`config.mk`:
```
export PLATFORM = sky130hd
export DESIGN_NAME = mfp_rojobot_upd_handshake
export DESIGN_NICKNAME = d
export VERILOG_FILES = /design/src/rtl/mfp_rojobot_upd_handshake_pkg.sv /design/src/rtl/mfp_sync_ff.sv /design/src/rtl/mfp_rojobot_upd_handshake.sv
export SDC_FILE = /design/constraint.sdc
export NUM_CORES = 1
export LEC_CHECK = 0
export ABC_CLOCK_PERIOD_IN_PS = 2510
export CAP_MARGIN = 20
export CORE_MARGIN = 5
export CORE_UTILIZATION = 45
export CTS_CLUSTER_DIAMETER = 150
export DETAILED_ROUTE_END_ITERATION = 7
export PLACE_DENSITY = 0.9
export SETUP_SLACK_MARGIN = 0.3
export SKIP_CTS_REPAIR_TIMING = 1
export SLEW_MARGIN = 5
export SYNTH_ARGS = -nofsm -noshare
export SYNTH_HDL_FRONTEND = slang
export SYNTH_SLANG_ARGS = --single-unit
```
`constraint.sdc`:
```
create_clock -name HCLK -period 2.51 [get_ports HCLK]
set_input_delay 0.6275 -clock HCLK [delete_from_list [all_inputs] [get_ports HCLK]]
set_output_delay 0.6275 -clock HCLK [all_outputs]
set_load 0.02 [all_outputs]
```
`src/rtl/mfp_rojobot_upd_handshake_pkg.sv`:
```
// Shared types for the Rojobot update handshake: FSM state encodings used by the
// handshake stage and visible to the IO block.
package mfp_rojobot_upd_handshake_pkg;

  typedef enum logic [1:0] {
    RBH_IDLE = 2'd0,
    RBH_PEND = 2'd1,
    RBH_ACKW = 2'd2
  } rbh_state_e;

  localparam int RBH_SYNC_MIN = 2;
  localparam int RBH_SYNC_MAX = 4;

endpackage

```
`src/rtl/mfp_sync_ff.sv`:
```
// Generic multi-flop synchronizer for asynchronous inputs; all stages reset to 0.
module mfp_sync_ff #(
  parameter int WIDTH  = 1,
  parameter int STAGES = 2
) (
  input  logic             HCLK,
  input  logic             HRESETn,
  input  logic [WIDTH-1:0] d,
  output logic [WIDTH-1:0] q
);

  logic [STAGES-1:0][WIDTH-1:0] stage_r;

  // shift chain, oldest sample in the top stage
  always_ff @(posedge HCLK or negedge HRESETn) begin
    if (!HRESETn) begin
      stage_r <= '0;
    end else begin
      stage_r <= {stage_r[STAGES-2:0], d};
    end
  end

  assign q = stage_r[STAGES-1];

endmodule

```
`src/rtl/mfp_rojobot_upd_handshake.sv`:
```
// Rojobot update handshake: synchronizes upd_sysregs, snapshots bot info, holds the
// update flag until firmware acks, and counts updates overwritten before an ack.
module mfp_rojobot_upd_handshake
  import mfp_rojobot_upd_handshake_pkg::*;
#(
  parameter int SYNC_STAGES = 2,
  parameter int MISS_W      = 8
) (
  input  logic              HCLK,
  input  logic              HRESETn,
  input  logic              BOT_UPD_RAW,
  input  logic [31:0]       BOT_INFO_RAW,
  input  logic              INT_ACK,
  input  logic              CLR_MISS,
  output logic [31:0]       BOT_INFO_SNAP,
  output logic              BOT_UPDATE_SYNC,
  output logic [MISS_W-1:0] MISS_CNT,
  output logic              OVERRUN
);

  localparam int                SET_W    = $clog2(SYNC_STAGES + 1);
  localparam logic [SET_W-1:0]  SETTLE_N = SET_W'(SYNC_STAGES);
  localparam logic [MISS_W-1:0] MISS_MAX = {MISS_W{1'b1}};
  localparam logic [MISS_W-1:0] MISS_ONE = MISS_W'(1);

  logic              upd_sync_s;
  logic              upd_sync_d_r;
  logic              ack_d_r;
  logic              arm_r;
  logic [SET_W-1:0]  settle_r;
  logic              upd_edge_s;
  logic              ack_edge_s;
  logic              miss_inc_s;
  logic [MISS_W-1:0] miss_nxt_s;
  logic              pend_r;
  rbh_state_e        state_r;
  logic [31:0]       snap_r;
  logic              flag_r;
  logic [MISS_W-1:0] miss_r;
  logic              ovr_r;

  mfp_sync_ff #(
    .WIDTH  (1),
    .STAGES (SYNC_STAGES)
  ) u_upd_sync (
    .HCLK    (HCLK),
    .HRESETn (HRESETn),
    .d       (BOT_UPD_RAW),
    .q       (upd_sync_s)
  );

  // Edge history plus arming: the chain's reset zeros look like a low level, so an
  // update held through reset must be seen low after the chain flushes before it counts.
  always_ff @(posedge HCLK or negedge HRESETn) begin
    if (!HRESETn) begin
      upd_sync_d_r <= 1'b0;
      ack_d_r      <= 1'b0;
      arm_r        <= 1'b0;
      settle_r     <= '0;
    end else begin
      upd_sync_d_r <= upd_sync_s;
      ack_d_r      <= INT_ACK;
      if (settle_r != SETTLE_N) begin
        settle_r <= settle_r + SET_W'(1);
        arm_r    <= arm_r;
      end else begin
        settle_r <= settle_r;
        arm_r    <= arm_r | ~upd_sync_s;
      end
    end
  end

  assign upd_edge_s = upd_sync_s & ~upd_sync_d_r & arm_r;
  assign ack_edge_s = INT_ACK & ~ack_d_r;
  assign miss_inc_s = (state_r == RBH_PEND) & upd_edge_s & ~ack_edge_s;
  assign miss_nxt_s = miss_r + MISS_ONE;

  // Handshake FSM; flag_r is the registered decode of the next state
  always_ff @(posedge HCLK or negedge HRESETn) begin
    if (!HRESETn) begin
      state_r <= RBH_IDLE;
      flag_r  <= 1'b0;
      pend_r  <= 1'b0;
    end else begin
      case (state_r)
        RBH_IDLE: begin
          pend_r <= 1'b0;
          if (upd_edge_s) begin
            state_r <= RBH_PEND;
            flag_r  <= 1'b1;
          end else begin
            state_r <= RBH_IDLE;
            flag_r  <= 1'b0;
          end
        end
        RBH_PEND: begin
          if (ack_edge_s) begin
            state_r <= RBH_ACKW;
            flag_r  <= 1'b0;
            pend_r  <= upd_edge_s;
          end else begin
            state_r <= RBH_PEND;
            flag_r  <= 1'b1;
            pend_r  <= 1'b0;
          end
        end
        RBH_ACKW: begin
          if (!INT_ACK) begin
            pend_r <= 1'b0;
            if (pend_r || upd_edge_s) begin
              state_r <= RBH_PEND;
              flag_r  <= 1'b1;
            end else begin
              state_r <= RBH_IDLE;
              flag_r  <= 1'b0;
            end
          end else begin
            state_r <= RBH_ACKW;
            flag_r  <= 1'b0;
            pend_r  <= pend_r | upd_edge_s;
          end
        end
        default: begin
          state_r <= RBH_IDLE;
          flag_r  <= 1'b0;
          pend_r  <= 1'b0;
        end
      endcase
    end
  end

  // Snapshot moves only on an accepted update edge, in every state
  always_ff @(posedge HCLK or negedge HRESETn) begin
    if (!HRESETn) begin
      snap_r <= 32'h0000_0000;
    end else if (upd_edge_s) begin
      snap_r <= BOT_INFO_RAW;
    end else begin
      snap_r <= snap_r;
    end
  end

  // Saturating miss counter; a clear coinciding with a miss leaves one miss recorded
  always_ff @(posedge HCLK or negedge HRESETn) begin
    if (!HRESETn) begin
      miss_r <= '0;
      ovr_r  <= 1'b0;
    end else if (CLR_MISS) begin
      miss_r <= miss_inc_s ? MISS_ONE : '0;
      ovr_r  <= miss_inc_s && (MISS_ONE == MISS_MAX);
    end else if (miss_inc_s && (miss_r != MISS_MAX)) begin
      miss_r <= miss_nxt_s;
      ovr_r  <= ovr_r | (miss_nxt_s == MISS_MAX);
    end else begin
      miss_r <= miss_r;
      ovr_r  <= ovr_r;
    end
  end

  assign BOT_INFO_SNAP   = snap_r;
  assign BOT_UPDATE_SYNC = flag_r;
  assign MISS_CNT        = miss_r;
  assign OVERRUN         = ovr_r;

endmodule
```
# == After elaboration in Yosys (flattened, before gate mapping) ==
# Cells that the tools add are included.
# classes
n_addsub,2
n_mul,0
n_div,0
order_cmp,0
n_eq_ne,5
shifts,0
n_mux,18
n_bitwise,12
n_reduce_logical,4
# ops
cell,n
$mux W8,2
$mux W1,11
$add A8 B1 Y8 const B,1
$eq A8 B8 Y1 const B,1
$ne A8 B8 Y1 const B,1
$pmux W2 S3,1
$and A1 B1 Y1,5
$mux W2,2
$not A1 Y1,4
$or A1 B1 Y1,3
$pmux W1 S3,1
$add A2 B1 Y2 const B,1
$eq A2 B1 Y1 const B,1
$eq A2 B2 Y1 const B,1
$logic_not A2 Y1,1
$ne A2 B2 Y1 const B,1
$pmux W1 S2,1
$reduce_bool A2 Y1,1
$logic_and A1 B1 Y1,1
$logic_or A1 B1 Y1,1
# word_totals
reg_bits,52
latch_bits,0
ramBits,0
rom_bits,0
inputBits,37
output_inout_bits,42
elab_cells,53
mem_count,0

# == Logic depth before layout (Yosys ltp) ==
# depth
depth_word,8
depth_mapped,7
mapped_depth_nobuf,5

# == Modules after synthesis ==
# From an unflattened synthesis, not the netlist that was laid out.
# unflattened
cells_unflattened,238
area_unflattened_um2,2240.9
# modules_own_cells
mod,n_inst,cells_each,area_each_um2,seq_area_each_um2
mfp_rojobot_upd_handshake,1,236,2190.9,1226.2
mfp_sync_ff,1,2,50.0,50.0

# == Worst setup path before layout ==
# OpenSTA, ideal clock, no wires.
# synth_path
kind,register -> register
start,register miss_r[0] (netlist: MISS_CNT[0])
end,register miss_r[5] (netlist: MISS_CNT[5])
setup_ps,78
arrival_time_ps,1948
required_ps,2432
slack_ps,484
stages_incl_launch_ff,8
n_path_buf,2
period_less_slack_ps,2026
path_cell_list,dfrtp_1 > ha_1 > and4_4 > buf_6 > and4_4 > buf_6 > or4_1 > a21oi_1
# synth_via
elab_chain_cells,3
word_cells_on_any_way,6
cone_classes,add/sub: 1; eq/ne: 1; mux: 2; reduce/logical: 2
# synth_rtl
element,line_no,text
"start, declared",mfp_rojobot_upd_handshake.sv:39,logic [MISS_W-1:0] miss_r;
"start signal, assigned",mfp_rojobot_upd_handshake.sv:149,miss_r <= miss_inc_s ? MISS_ONE : '0;
"start signal, assigned",mfp_rojobot_upd_handshake.sv:152,miss_r <= miss_nxt_s;
"start signal, assigned",mfp_rojobot_upd_handshake.sv:155,miss_r <= miss_r;
$add A8 B1 Y8 or $ne A8 B8 Y1 (tied branches),"mfp_rojobot_upd_handshake.sv:76, mfp_rojobot_upd_handshake.sv:151",
$mux W8 or $logic_and A1 B1 Y1 (tied branches),mfp_rojobot_upd_handshake.sv:151,end else if (miss_inc_s && (miss_r != MISS_MAX)) begin
$mux W8 or $reduce_bool A2 Y1 (tied branches),-,
# Several ways; a longest one is shown, not always the timed one. The select of a mux whose other input is x is not followed.
# A chain may end at the register's enable or synchronous reset.

# == Worst setup path in the final report ==
# layout_path
start,register miss_r[3] (netlist: MISS_CNT[3])
end,output port MISS_CNT[3]
# layout_rtl
element,line_no,text
"end, declared",mfp_rojobot_upd_handshake.sv:17,"output logic [MISS_W-1:0] MISS_CNT,"
# No word-level cell between the ends.

==> run_results.csv <==
group,metric,value,unit
worst_setup_path,crit_chain,"clkdlybuf4s50_1",
final_layout,final_layout_size_suffix_gt1_share,4.167,%
final_layout,most_frequent_standard_cell_in_the_layout_excluding_fill_and_tap_cells,"sky130_fd_sc_hd__nand2_1",
sta,slew_violations,0,
worst_setup_path,critical_path_required,1.88,ns
min_path,timing.hold.worst_path_depth,0,
clock_tree,cts_tree,"built",
sta,timing.slew.headroom,57.43,%
synthesis,synth_fp_nets,282,
route,vias,1871,
sta,timing_worst_slew_pin_value,0.6386,ns
final_layout,insertedDiodeCount,0,
global_routing,largest_net_degree_at_the_start_of_global_routing,52,
floorplanning,row_count,25,
worst_setup_path,crit_path_start_kind,"register",
place,place.port_buffers,78,
route,ant_nets,0,
worst_setup_path,timing.critical_path.slowest_cell_delay,0.66,ns
sta,finalWorstPathRequiredPeriod,2.094,ns
run,max_cap_violations,0,
place,placed_area,0.003043,sq mm
synthesis,synthesis.yosys.warnings,0,
sta,setup_tns,0,ns
place,hpwl,3.718,mm
clock_tree,ctsLongestPathBuffers,2,
synthesis,ys_seq_area_share,56.95,%
worst_setup_path,reg2reg_from,"MISS_CNT[0]",
final_layout,finish.utilization,65.28,%
worst_setup_path,setup.reg_to_reg.worst_slack,0.63,ns
clock_tree,cts_made_buffers,5,
final_layout,areaGrowthSynthToFinish,39.42,%
floorplanning,die_x,80.57,microns
floorplanning,core_area,0.004786,sq mm
worst_setup_path,crit_fanout,9,
pwr,vdd_drop_max,0.0003435,V
final_layout,postLayoutCellArea,0.003124,sq mm
synthesis,avgSynthCellArea,9.416,sq um
worst_setup_path,path_delay_family,"buffers and inverters",
place,final_estimated_routing_congestion_in_global_placement,0.8515,
synthesis,synthesis.area,0.002241,sq mm
global_routing,first_global_vias,1839,
synthesis,ys_ff_latch,51,
sta,final_min_period_over_clock_period,83.43,%
global_routing,gr-total-overflow,0,
worst_setup_path,critical_path.slowest_cell,"sky130_fd_sc_hd__clkdlybuf4s50_1",
clock_tree,clock_latency,0.29,ns
route,finalWirelength,5.175,mm
min_path,hold_start,"u_upd_sync.stage_r[0]",
global_routing,first_pass_grt_wire_length,8.673,mm
floorplanning,io_pins,79,
sta,fin_skew,0.005051,ns
synthesis,synthCells,238,
floorplanning,start_util,46.82,%
clock_tree,sinks_on_clock_net,51,
route,drc,0,
global_routing,grtUsageTotal,17.22,%
final_layout,final_cell_mix,"sky130_fd_sc_hd__nand2_1 (103), sky130_fd_sc_hd__clkdlybuf4s50_1 (77), sky130_fd_sc_hd__dfrtp_1 (51), sky130_fd_sc_hd__a21oi_1 (8)",
synthesis,yosys.cell_types.count,32,
status,status,"finished, final reports clean",
route,detailedRoute.firstIterationViolations,70,
worst_setup_path,regToRegEndpoint,"MISS_CNT[5]",
min_path,hold-path-endpoint,"u_upd_sync.q",
sta,final_hold_viol_count,0,
route,vias_per_cell,4.937,
clock_tree,clk_transition_reported_paths,0.09,ns
worst_setup_path,setup.worst_path.class,"reg2out",
sta,rsz_0062_raised_after_global_routing,"no",
route,drtPass1Iterations,4,
clock_tree,clock-root-buffer,"sky130_fd_sc_hd__clkbuf_8",
worst_setup_path,crit_path_end_kind,"primary output",
worst_setup_path,reg2regPathDepth,5,
sta,clock.fmax,477.6,MHz
sta,finalSetupViolCount,0,
min_path,hold_path.class,"reg2reg",
clock_tree,h-tree-depth,2,
worst_setup_path,cp.buffers_inverters,1,
worst_setup_path,critical_path_cell_count,1,
global_routing,antenna_violations_before_repair,0,
route,avgRoutedWirePerCell,13.65,microns
pwr,power_per_cell_area,622.2,mW/mm^2
worst_setup_path,arrival_worst_endpoint,1.47,ns
final_layout,fin_nets,357,
pwr,p_leak,1.441,nW
floorplanning,fp.dieArea,0.006491,sq mm
sta,whs,0.3586,ns
floorplanning,die_height,80.57,microns
[sequential cells by signal, indices dropped and copies added, names as in the netlist]
signal,cells
MISS_CNT,8
u_upd_sync.q,1
arm_r,1
BOT_INFO_SNAP,32
u_upd_sync.stage_r,1
settle_r,2
OVERRUN,1
state_r,2
upd_sync_d_r,1
pend_r,1
ack_d_r,1
[per-stage QoR]
stage / instances / worst slack (ns) / power (mW)
floorplan: 238 / 0.4844 / 1.229
global placement: 373 / 0.1423 / 1.508
detailed placement: 373 / 0.07607 / 1.526
CTS: 379 / 0.3957 / 1.971
global route: 379 / 0.3311 / 2.062
finish: 379 / 0.4160 / 1.944
[routing by layer]
metal / routed length (microns) / vias up / GRT usage (%)
met5: 0 / - / 0
met4: 31 / 0 / 4.561
met3: 577 / 4 / 7.623
met2: 2380 / 81 / 27.07
met1: 2185 / 867 / 21.56
li1: - / 919 / -
[worst max path at each step]
stage                     slack (ns)   startpoint           to
after floorplan                 0.48  MISS_CNT[0]  MISS_CNT[5]
after detailed placement        0.08      INT_ACK  MISS_CNT[5]
after global placement          0.14      INT_ACK  MISS_CNT[5]
after global routing            0.33  MISS_CNT[2]  MISS_CNT[2]
final                           0.42  MISS_CNT[3]  MISS_CNT[3]
after CTS                       0.40      INT_ACK  MISS_CNT[5]
[power breakdown]
group          total [mW]  switching (mW)  internal, mW
registers           0.975          0.0635         0.911
clock network       0.436           0.250         0.186
logic               0.534           0.277         0.256
total                1.94           0.591          1.35
[cells by family (layout without fill, tap and decap cells)]
logic type                 after synthesis  count (layout)  synth area share, %
xor gates and xnor gates                 4               4                1.564
buffers and inverters                   20              94                4.746
AOI/OAI and AO/OA                       24              24                6.757
DFF                                     51              51                56.95
and+or+nand+nor                        132             132                26.08
adders and majority gates                7               7                3.908
[synth_stat cells (all sizes together)]
cell type	n	area, sq um
nand2	103	386.6
dfrtp	51	1276
a21oi	8	40.04
clkbuf	8	30.03
ha	7	87.58
inv	7	26.28
buf	5	50.04
nand3	4	20.02
o21ai	4	20.02
o31ai	4	30.03
or4	4	30.03
a31oi	3	18.77
and3	3	18.77
nand2b	3	18.77
xnor2	3	26.28
and4	2	22.52
nor2	2	7.510
nor3	2	10.01
o41ai	2	17.52
or3	2	12.51
a21o	1	7.510
a221o	1	10.01
a22oi	1	7.510
and3b	1	8.760
nand3b	1	7.510
nand4b	1	8.760
nor2b	1	6.260
nor3b	1	7.510
nor4b	1	8.760
nor4bb	1	10.01
xor2	1	8.760
[layout make-up]
class                           count  area [sq um]
Fill cell                         407          1662
Inverter                            7         26.28
Sequential cell                    51          1276
Tap cell                           67         83.83
Clock buffer                        5         68.82
Clock inverter                      1         7.507
Timing Repair Buffer               81         798.3
Multi-Input combinational cell    167         863.3
(Power assumes the default switching activity.)
